==> src/rtl/bcd_time_base_pkg.sv <==
// Shared definitions for the clock time base and its consumers.
// Mode encodings, BCD field limits and the BCD successor helper.
package time_pkg;

    typedef enum logic [1:0] {
        MODE_RUN   = 2'b00,
        MODE_SET_H = 2'b01,
        MODE_SET_M = 2'b10
    } mode_e;

    localparam logic [7:0] SEC_MAX  = 8'h59;
    localparam logic [7:0] MIN_MAX  = 8'h59;
    localparam logic [7:0] HOUR_MAX = 8'h23;

    // Saturating >= keeps a corrupted field from ever leaving its range.
    function automatic logic [7:0] bcd_next(
        input logic [7:0] q,
        input logic [7:0] max
    );
        if (q >= max)
            return 8'h00;
        if (q[3:0] == 4'd9)
            return {q[7:4] + 4'd1, 4'd0};
        return {q[7:4], q[3:0] + 4'd1};
    endfunction

endpackage

==> src/rtl/bcd_time_base_if.sv <==
// Time bus: button levels in, BCD time and mode out.
// master is the time base, slave is any reader/driver of it.
interface bcd_time_base_if;

    logic       KEY_MODE;
    logic       KEY_INC;
    logic [7:0] TIME_H;
    logic [7:0] TIME_M;
    logic [7:0] TIME_S;
    logic       SEC_PULSE;
    logic [1:0] MODE;

    modport master (
        input  KEY_MODE,
        input  KEY_INC,
        output TIME_H,
        output TIME_M,
        output TIME_S,
        output SEC_PULSE,
        output MODE
    );

    modport slave (
        output KEY_MODE,
        output KEY_INC,
        input  TIME_H,
        input  TIME_M,
        input  TIME_S,
        input  SEC_PULSE,
        input  MODE
    );

endinterface

==> src/rtl/bcd_time_base_bcd_mod_cnt.sv <==
// Two-digit BCD modulo counter, wraps MAX -> 00.
// carry flags the increment that wraps the field.
module bcd_mod_cnt
    import time_pkg::*;
#(
    parameter logic [7:0] MAX = 8'h59
) (
    input  logic       clk,
    input  logic       rst_n,
    input  logic       inc,
    input  logic       clr,
    output logic [7:0] q,
    output logic       carry
);

    always_ff @(posedge clk or negedge rst_n) begin
        if (!rst_n)
            q <= 8'h00;
        else if (clr)
            q <= 8'h00;
        else if (inc)
            q <= bcd_next(q, MAX);
    end

    assign carry = inc & (q == MAX);

endmodule

==> src/rtl/bcd_time_base.sv <==
// Clock time base: 1 Hz prescaler, HH:MM:SS BCD chain and set-mode FSM.
// Button rises are edge-detected here; mode change beats INC and tick.
module bcd_time_base
    import time_pkg::*;
#(
    parameter int TICK_DIV = 1000,
    parameter int CNT_W    = 10
) (
    input  logic CP,
    input  logic nCR,
    bcd_time_base_if.master bus
);

    localparam logic [CNT_W-1:0] PRESC_LAST = CNT_W'(TICK_DIV - 1);

    mode_e            state;
    logic [CNT_W-1:0] presc;
    logic             mode_prev;
    logic             inc_prev;
    logic             armed;
    logic             sec_pulse;

    logic             mode_rise;
    logic             inc_rise;
    logic             run;
    logic             tick;
    logic             enter_set;
    logic             m_inc;
    logic             h_inc;
    logic             s_carry;
    logic             m_carry;
    logic             h_carry_unused;
    logic [7:0]       time_h;
    logic [7:0]       time_m;
    logic [7:0]       time_s;

    // armed masks the first cycle after reset so held keys give no event
    assign mode_rise = armed & bus.KEY_MODE & ~mode_prev;
    assign inc_rise  = armed & bus.KEY_INC & ~inc_prev & ~mode_rise;

    assign run       = (state == MODE_RUN);
    assign tick      = run & (presc == PRESC_LAST) & ~mode_rise;
    assign enter_set = run & mode_rise;

    assign m_inc = s_carry
                 | ((state == MODE_SET_M) & inc_rise);
    // minute wraps from SET_M never reach the hours
    assign h_inc = (s_carry & m_carry)
                 | ((state == MODE_SET_H) & inc_rise);

    always_ff @(posedge CP or negedge nCR) begin
        if (!nCR) begin
            state     <= MODE_RUN;
            presc     <= '0;
            mode_prev <= 1'b0;
            inc_prev  <= 1'b0;
            armed     <= 1'b0;
            sec_pulse <= 1'b0;
        end else begin
            armed     <= 1'b1;
            mode_prev <= bus.KEY_MODE;
            inc_prev  <= bus.KEY_INC;
            sec_pulse <= tick;

            if (mode_rise) begin
                unique case (state)
                    MODE_RUN:   state <= MODE_SET_H;
                    MODE_SET_H: state <= MODE_SET_M;
                    MODE_SET_M: state <= MODE_RUN;
                    default:    state <= MODE_RUN;
                endcase
            end

            if (!run || mode_rise || presc == PRESC_LAST)
                presc <= '0;
            else
                presc <= presc + 1'b1;
        end
    end

    bcd_mod_cnt #(.MAX(SEC_MAX)) u_sec (
        .clk   (CP),
        .rst_n (nCR),
        .inc   (tick),
        .clr   (enter_set),
        .q     (time_s),
        .carry (s_carry)
    );

    bcd_mod_cnt #(.MAX(MIN_MAX)) u_min (
        .clk   (CP),
        .rst_n (nCR),
        .inc   (m_inc),
        .clr   (1'b0),
        .q     (time_m),
        .carry (m_carry)
    );

    bcd_mod_cnt #(.MAX(HOUR_MAX)) u_hour (
        .clk   (CP),
        .rst_n (nCR),
        .inc   (h_inc),
        .clr   (1'b0),
        .q     (time_h),
        .carry (h_carry_unused)
    );

    assign bus.TIME_H    = time_h;
    assign bus.TIME_M    = time_m;
    assign bus.TIME_S    = time_s;
    assign bus.SEC_PULSE = sec_pulse;
    assign bus.MODE      = state;

endmodule
==> src/flat_wrapper.sv <==
// flat-port wrapper written by rule: the top's interface ports become plain ports
module bcd_time_base_flat import time_pkg::*;
#(
    parameter int TICK_DIV = 1000,
    parameter int CNT_W    = 10
)
  (CP, nCR, bus_KEY_MODE, bus_KEY_INC, bus_TIME_H, bus_TIME_M, bus_TIME_S, bus_SEC_PULSE, bus_MODE);
  bcd_time_base_if bus_i ();
  input  logic CP;
  input  logic nCR;
  input wire logic [$bits(bus_i.KEY_MODE)-1:0] bus_KEY_MODE;
  input wire logic [$bits(bus_i.KEY_INC)-1:0] bus_KEY_INC;
  output wire logic [$bits(bus_i.TIME_H)-1:0] bus_TIME_H;
  output wire logic [$bits(bus_i.TIME_M)-1:0] bus_TIME_M;
  output wire logic [$bits(bus_i.TIME_S)-1:0] bus_TIME_S;
  output wire logic [$bits(bus_i.SEC_PULSE)-1:0] bus_SEC_PULSE;
  output wire logic [$bits(bus_i.MODE)-1:0] bus_MODE;
  assign bus_i.KEY_MODE = bus_KEY_MODE;
  assign bus_i.KEY_INC = bus_KEY_INC;
  assign bus_TIME_H = bus_i.TIME_H;
  assign bus_TIME_M = bus_i.TIME_M;
  assign bus_TIME_S = bus_i.TIME_S;
  assign bus_SEC_PULSE = bus_i.SEC_PULSE;
  assign bus_MODE = bus_i.MODE;
  bcd_time_base #(.TICK_DIV(TICK_DIV), .CNT_W(CNT_W)) u_core (.CP(CP), .nCR(nCR), .bus(bus_i));
endmodule
==> config.mk <==
export PLATFORM = sky130hd
export DESIGN_NAME = bcd_time_base_flat
export DESIGN_NICKNAME = d
export VERILOG_FILES = /design/src/rtl/bcd_time_base_pkg.sv /design/src/rtl/bcd_time_base_if.sv /design/src/rtl/bcd_time_base_bcd_mod_cnt.sv /design/src/rtl/bcd_time_base.sv /design/src/flat_wrapper.sv
export SDC_FILE = /design/constraint.sdc
export NUM_CORES = 1
export LEC_CHECK = 0
export CAP_MARGIN = 20
export CORE_UTILIZATION = 56
export CTS_BUF_LIST = sky130_fd_sc_hd__clkbuf_4 sky130_fd_sc_hd__clkbuf_8
export CTS_CLUSTER_SIZE = 20
export DETAILED_ROUTE_END_ITERATION = 8
export PLACE_DENSITY_LB_ADDON = 0.05
export SLEW_MARGIN = 20
export SYNTH_ARGS = -nofsm -noshare
export SYNTH_HDL_FRONTEND = slang
export SYNTH_SLANG_ARGS = --single-unit
==> constraint.sdc <==
create_clock -name CP -period 2.3 [get_ports CP]
set_clock_uncertainty 0.1 [all_clocks]
set_input_delay 0.46 -clock CP [delete_from_list [all_inputs] [get_ports CP]]
set_output_delay 0.46 -clock CP [all_outputs]
set_load 0.1 [all_outputs]
==> results of run 1 <==
-- routing by layer --
layer / wire (µm) / share of wire [%]
met5: 0 / 0
met2: 2160 / 50
met1: 1920 / 44
met3: 186 / 4.3
met4: 47 / 1.1
-- worst max-delay path: cells and delay by family, from the launching register on --
kind | cells | cell delay, ps
and+or+nand+nor | 3 | 800
DFF | 1 | 400
AOI/OAI and AO/OA | 2 | 340
adders and majority gates | 1 | 250
buffers and inverters | 1 | 190
-- flip-flops by register name, indices dropped and copies added, names as in the netlist --
register / flops
u_core.bus.MODE: 2
u_core.presc: 10
u_core.u_min.q: 8
u_core.bus.SEC_PULSE: 1
u_core.u_sec.q: 8
u_core.armed: 1
u_core.inc_prev: 1
u_core.u_hour.q: 8
u_core.mode_prev: 1
-- placed cells by master (no fill, tap or decap), types with 2 or more instances in the layout --
| cell | count |
|---|---|
| clkdlybuf4s50_1 | 2 |
| nand3b_1 | 3 |
| nor2_1 | 14 |
| o31ai_1 | 5 |
| o21ai_1 | 2 |
| nor3_1 | 3 |
| dfrtp_2 | 8 |
| nand2b_1 | 5 |
| or3_1 | 3 |
| a21o_1 | 3 |
| xor2_1 | 3 |
| o21ai_0 | 21 |
| xnor2_1 | 4 |
| and3_1 | 4 |
| nor2b_1 | 4 |
| clkbuf_8 | 5 |
| buf_4 | 38 |
| o41a_1 | 2 |
| nand2_1 | 20 |
| nor4_1 | 3 |
| o22ai_1 | 3 |
| inv_1 | 11 |
| and4b_1 | 2 |
| dfrtp_1 | 31 |
| nand3_1 | 7 |
| a21oi_1 | 8 |
| and2_1 | 6 |
| clkinv_2 | 2 |
| ha_1 | 9 |
-- worst max path at each step --
stage	endpoint	slack, ps	cells past startpoint
6_report	u_core.u_hour.q[5]$_DFFE_PN0P_	130	7
5_1_grt	u_core.u_min.q[6]$_DFFE_PN0P_	-60	6
2_1_floorplan	u_core.u_min.q[3]$_DFFE_PN0P_	-10	6
3_3_place_gp	u_core.u_min.q[6]$_DFFE_PN0P_	-10	6
3_5_place_dp	u_core.u_min.q[6]$_DFFE_PN0P_	-130	6
4_1_cts	u_core.u_hour.q[5]$_DFFE_PN0P_	140	6
-- cells by family (layout without fill, tap and decap cells) --
group,Yosys count,after routing,share of synthesized area [%]
other,1,1,0.179
AOI/OAI and AO/OA,56,56,17.3
buffers and inverters,17,60,3.46
DFF,40,40,47.7
adders and majority gates,9,9,5.36
and+or+nand+nor,85,85,23.1
xor gates and xnor gates,7,7,2.92
-- cell usage after synthesis, drive strengths merged (5+ instances only) --
cell	n
a21oi	9
and2	6
dfrtp	40
ha	9
inv	11
nand2	20
nand2b	5
nand3	7
nor2	14
o21ai	24
o31ai	5
-- what timing repair did --
| item | 4_1_cts | 5_1_grt |
|---|---|---|
| gates resized for setup | 0 | 1 |
| endpoints found under the hold margin | 0 | 0 |
| setup endpoints to repair | 0 | 3 |
-- power breakdown --
group          total (µW)  internal [µW]  switching (µW)
Sequential            910            785             125
Combinational         783            194             589
Clock                 456            211             244
-- per-stage QoR --
step | power (µW) | cell area (µm²) | setup TNS, ps | setup WS [ps]
after global placement | 1680 | 2450 | -11.1 | -11.1
after CTS | 2160 | 2540 | 0 | 140
final | 2150 | 2540 | 0 | 132
after floorplan | 1490 | 2110 | -9.83 | -9.83
after global routing | 2260 | 2540 | -118 | -59.8
after detailed placement | 1700 | 2450 | -854 | -128
-- area by class of cell --
class / instances / area [µm²] / share of cell area (%)
flip-flops and latches: 40 / 1010 / 39.9
inverters: 11 / 41.3 / 1.62
multi-input cells: 158 / 1030 / 40.6
well taps: 46 / 57.6 / 2.26
clock buffers: 5 / 68.8 / 2.71
repair buffers: 41 / 310 / 12.2
clock inverters: 3 / 18.8 / 0.738
==> results.py, run 1 <==
metrics = {
    "clocking": {
        "cts_hold_buf": 0,
        "cts_setup_buffers": 0,
        "htreeDepth": 2,
        "cts_root_buffer": "clkbuf_8",
        "numCtsBuffers": 5,
        "clock_sinks": 40,
        "tritoncts": "done",
        "clk_latency_ps": 290,
        "cts.path.max_buffers": 2,
        "cts.clk_slew.worst_paths_ps": 80,
    },
    "timing": {
        "finalCritPeriodShare_pct": 94.3,
        "min_period_ps": 2170,
        "whs_ps": -3.96,
        "maxSlewViolCount": 0,
        "setup_viol": 0,
        "fmax_mhz": 461,
        "rsz0062_at_grt": "true",
        "finalHoldViolations": 8,
    },
    "critical_path": {
        "r2r-start": "u_core.presc[0]$_DFF_PN0_",
        "timing.reg2reg.worst_path_depth": 7,
        "crit_start": "u_core.presc[0]$_DFF_PN0_",
        "slowest_stage": "dfrtp_1",
        "r2r-end": "u_core.u_hour.q[5]$_DFFE_PN0P_",
        "critPathCaptureType": "flip-flop",
        "cp.arrival_ps": 2270,
        "worstPathRequired_ps": 2400,
        "crit_type": "reg2reg",
        "worstPathMaxFanout": 11,
        "max_stage_delay_ps": 400,
        "rrSetupSlack_ps": 130,
        "path_cells": "ha_1 > nand3b_1 > nor4_4 > a31oi_1 > buf_4 > nand4b_1 > o21ai_0",
        "crit_path_start_kind": "flip-flop",
    },
    "synth": {
        "synth_edf_count": 0,
        "synth_area_leaders": "dfrtp_1, ha_1, o21ai_0",
        "synth_nets": 228,
        "synth_top_area_share_pct": 47.7,
        "syn-instance-count": 215,
        "ys_seq_area_share_pct": 47.7,
        "ys_async_sr_fraction_pct": 100,
        "netlist_area_um2": 2100,
        "synthFlopType": "dfrtp_1",
        "yosysWarnings": 0,
        "synth-seq-cells": 40,
        "ys_types": 50,
        "synth_top_area_cell": "dfrtp_1",
        "synth_area_per_cell_um2": 9.77,
    },
    "floorplan": {
        "dieArea_um2": 4000,
        "initial_utilization_pct": 60.5,
        "die_y_um": 63.2,
        "fp.dieW_um": 63.2,
        "core_area_um2": 3470,
        "io_pins": 31,
        "fp-row-count": 21,
    },
    "pwr": {
        "p_leak_uw": 0.00118,
        "power.density_nw_per_um2": 845,
        "peakVddDrop_mv": 0.687,
    },
    "drt": {
        "drcViolationCount": 0,
        "ant_nets": 0,
        "vias_per_cell": 5.82,
        "drtPass1Iterations": 5,
        "drt_iter0_markers": 164,
        "wl_per_cell_um": 14.2,
        "vias": 1769,
        "totalWireLength_um": 4320,
    },
    "outcome": {
        "status": "complete, but fails checks",
        "violations": "negative hold slack",
    },
    "run": {
        "cap_viol_max_count": 0,
    },
    "finish": {
        "area_delta_synth_final_pct": 21.1,
        "nNetsFinal": 270,
        "final_cells": 304,
        "antenna_cells": 0,
        "n_fill_cell": 257,
        "fin_util_pct": 73.3,
        "drive_gt1_share_pct": 24.4,
    },
    "global_routing": {
        "grt_pass1_vias": 1695,
        "grt_pass1_wl_um": 7730,
        "top_usage_layer": "met2",
        "grtUsageMet3_pct": 3.80,
        "grt_max_degree": 20,
        "grt_util_met2_pct": 40.6,
        "gr-total-overflow": 0,
        "gr-usage-met1_pct": 33.1,
        "grt_usage_pct": 24.5,
        "antenna_found_initial": 0,
    },
    "place": {
        "dp.cells": 296,
        "dp_hpwl_um": 3210,
        "gp_congestion": 0.860,
        "io_buffers": 30,
    },
    "min_path": {
        "hold_class": "in2async",
    },
}
(Power assumes the default switching activity.)
==> run 2, diff against run 1 <==
--- a/config.mk
+++ b/config.mk
@@ -10,7 +10,9 @@
 export CTS_BUF_LIST = sky130_fd_sc_hd__clkbuf_4 sky130_fd_sc_hd__clkbuf_8
 export CTS_CLUSTER_SIZE = 20
 export DETAILED_ROUTE_END_ITERATION = 8
+export GPL_TIMING_DRIVEN = 0
 export PLACE_DENSITY_LB_ADDON = 0.05
+export REMOVE_ABC_BUFFERS = 1
 export SLEW_MARGIN = 20
 export SYNTH_ARGS = -nofsm -noshare
 export SYNTH_HDL_FRONTEND = slang
==> run 2 against run 1 <==
Die area is the same. Largest cell class unchanged. Sequential share of layout area is 1.8 points lower. Global-route usage shrank 0.068 points. The flow now finishes without violations. Sequential cell count did not move.
==> results.py, run 2 (synthesized netlist as in run 1, its figures left out) <==
metrics = {
    "outcome": {
        "status": "finished clean",
    },
    "pwr": {
        "switching_share_pct": 42.1,
        "p_leak_uw": 0.00124,
        "p_comb_share_pct": 35.4,
        "peakVddDrop_mv": 0.614,
        "power.density_nw_per_um2": 859,
        "p_int_uw": 1310,
        "sequentialPowerShare_pct": 39.5,
        "power_frac_clock_pct": 25.0,
        "fin_total_pwr_uw": 2260,
        "switching_power_uw": 952,
    },
    "timing": {
        "finalCritPeriodShare_pct": 98.2,
        "finalHoldViolations": 0,
        "fmax_mhz": 443,
        "setup_viol": 0,
        "worst_pin_slew_ps": 964,
        "rsz0062_at_grt": "true",
        "min_period_ps": 2260,
        "relSlewSlack_pct": 36.0,
        "maxSlewViolCount": 0,
    },
    "clocking": {
        "htreeDepth": 2,
        "cts.path.max_buffers": 2,
        "numCtsBuffers": 5,
        "clock_sinks": 40,
        "clk_latency_ps": 290,
        "tritoncts": "done",
        "cts.clk_slew.worst_paths_ps": 80,
        "cts_root_buffer": "clkbuf_8",
    },
    "drt": {
        "top_layer_used": "met4",
        "met1_length_um": 1970,
        "drtPass1Iterations": 4,
        "vias": 1784,
        "drt_iter0_markers": 64,
        "totalWireLength_um": 4570,
        "wl_met2_um": 2320,
        "vias_per_cell": 5.93,
        "ant_nets": 0,
        "wl_per_cell_um": 15.2,
        "drcViolationCount": 0,
        "wl_met3_um": 182,
    },
    "floorplan": {
        "io_pins": 31,
        "fp-row-count": 21,
        "dieArea_um2": 4000,
        "fp.dieW_um": 63.2,
        "core_area_um2": 3470,
        "initial_utilization_pct": 60.5,
        "die_y_um": 63.2,
    },
    "run": {
        "cap_viol_max_count": 0,
    },
    "finish": {
        "top_register": "u_core.presc",
        "layout_common_cells": "dfrtp_1, dlygate4sd2_1, o21ai_0",
        "layout_commonest_cell": "dfrtp_1",
        "largest_reg_flops": 10,
        "final_cells": 301,
        "drive_gt1_share_pct": 12.2,
        "finalInstanceArea_um2": 2630,
        "nNetsFinal": 267,
        "antenna_cells": 0,
        "area_delta_synth_final_pct": 25.3,
    },
    "global_routing": {
        "antenna_found_initial": 0,
        "grt_pass1_wl_um": 7490,
        "gr-total-overflow": 0,
        "grt_pass1_vias": 1650,
        "grt_max_degree": 25,
        "grt_usage_pct": 24.4,
    },
    "min_path": {
        "hold_class": "in2async",
    },
    "place": {
        "dp.cells": 286,
        "dp_hpwl_um": 3130,
        "io_buffers": 30,
        "gp_congestion": 0.755,
        "placed_cell_area_um2": 2450,
    },
    "critical_path": {
        "worstPathRequired_ps": 1740,
        "cp_top_family": "buffers and inverters",
        "path_depth": 1,
        "path_buf_inv": 1,
        "max_stage_delay_ps": 870,
        "crit_path_start_kind": "flip-flop",
        "critPathCaptureType": "primary output",
        "slowest_stage": "clkdlybuf4s15_1",
        "timing.reg2reg.worst_path_depth": 6,
        "crit_type": "reg2out",
        "cp.arrival_ps": 1700,
        "path_cells": "clkdlybuf4s15_1",
        "worstPathMaxFanout": 9,
    },
}
[run 2: cell type report]
| type | count | area (µm²) |
|---|---|---|
| fillers | 262 | 838 |
| clock buffers | 6 | 76.3 |
| repair buffers | 38 | 345 |
| clock inverters | 2 | 35.0 |
| multi-input cells | 158 | 1070 |
| flip-flops and latches | 40 | 1000 |
| inverters | 11 | 41.3 |
| well taps | 46 | 57.6 |
[run 2: routing by layer]
metal  GRT usage (%)  up-vias
met5               0        -
met4            9.09        0
met3            5.98        9
met2            40.1       49
met1            31.2      877
li1                -      849
[run 2: what timing repair did]
item                       4_1_cts  5_1_grt
resized for setup               32        9
hold buffers                     0        0
cloned                           0        0
pin swaps                        1        1
setup buffers                    2        5
setup endpoints to repair       35       15
[run 2: through the flow]
stage	util [%]	hold WS, ps	setup WS [ps]	setup TNS (ps)
final	75.8	5.42	42.4	0
after global routing	75.8	27.7	-19.3	-49.9
after CTS	73.8	5.05	17.8	0
after detailed placement	70.6	320	-371	-4240
after global placement	69.9	393	-264	-13060
after floorplan	-	64.4	-224	-2110
[run 2: power by group through the flow]
stage	combinational, µW	clock (µW)	sequential (µW)
floorplan	206	0	1280
global placement	758	0	904
detailed placement	780	0	912
CTS	747	580	900
global route	848	609	908
finish	800	565	893
[run 2: final timing paths]
kind	start	to	slack (ps)
worst min register to register	u_core.bus.MODE[0]$_DFFE_PN0P_	u_core.presc[2]$_DFF_PN0_	390
worst max-delay path	u_core.u_sec.q[1]$_DFFE_PN0P_	bus_TIME_S[1]	40
worst min-delay path	nCR	u_core.presc[5]$_DFF_PN0_	5
max in group asynchronous	nCR	u_core.bus.MODE[1]$_DFFE_PN0P_	1620
min in group CP	u_core.bus.MODE[0]$_DFFE_PN0P_	u_core.presc[2]$_DFF_PN0_	390
worst max register to register	u_core.bus.MODE[1]$_DFFE_PN0P_	u_core.u_min.q[1]$_DFFE_PN0P_	70
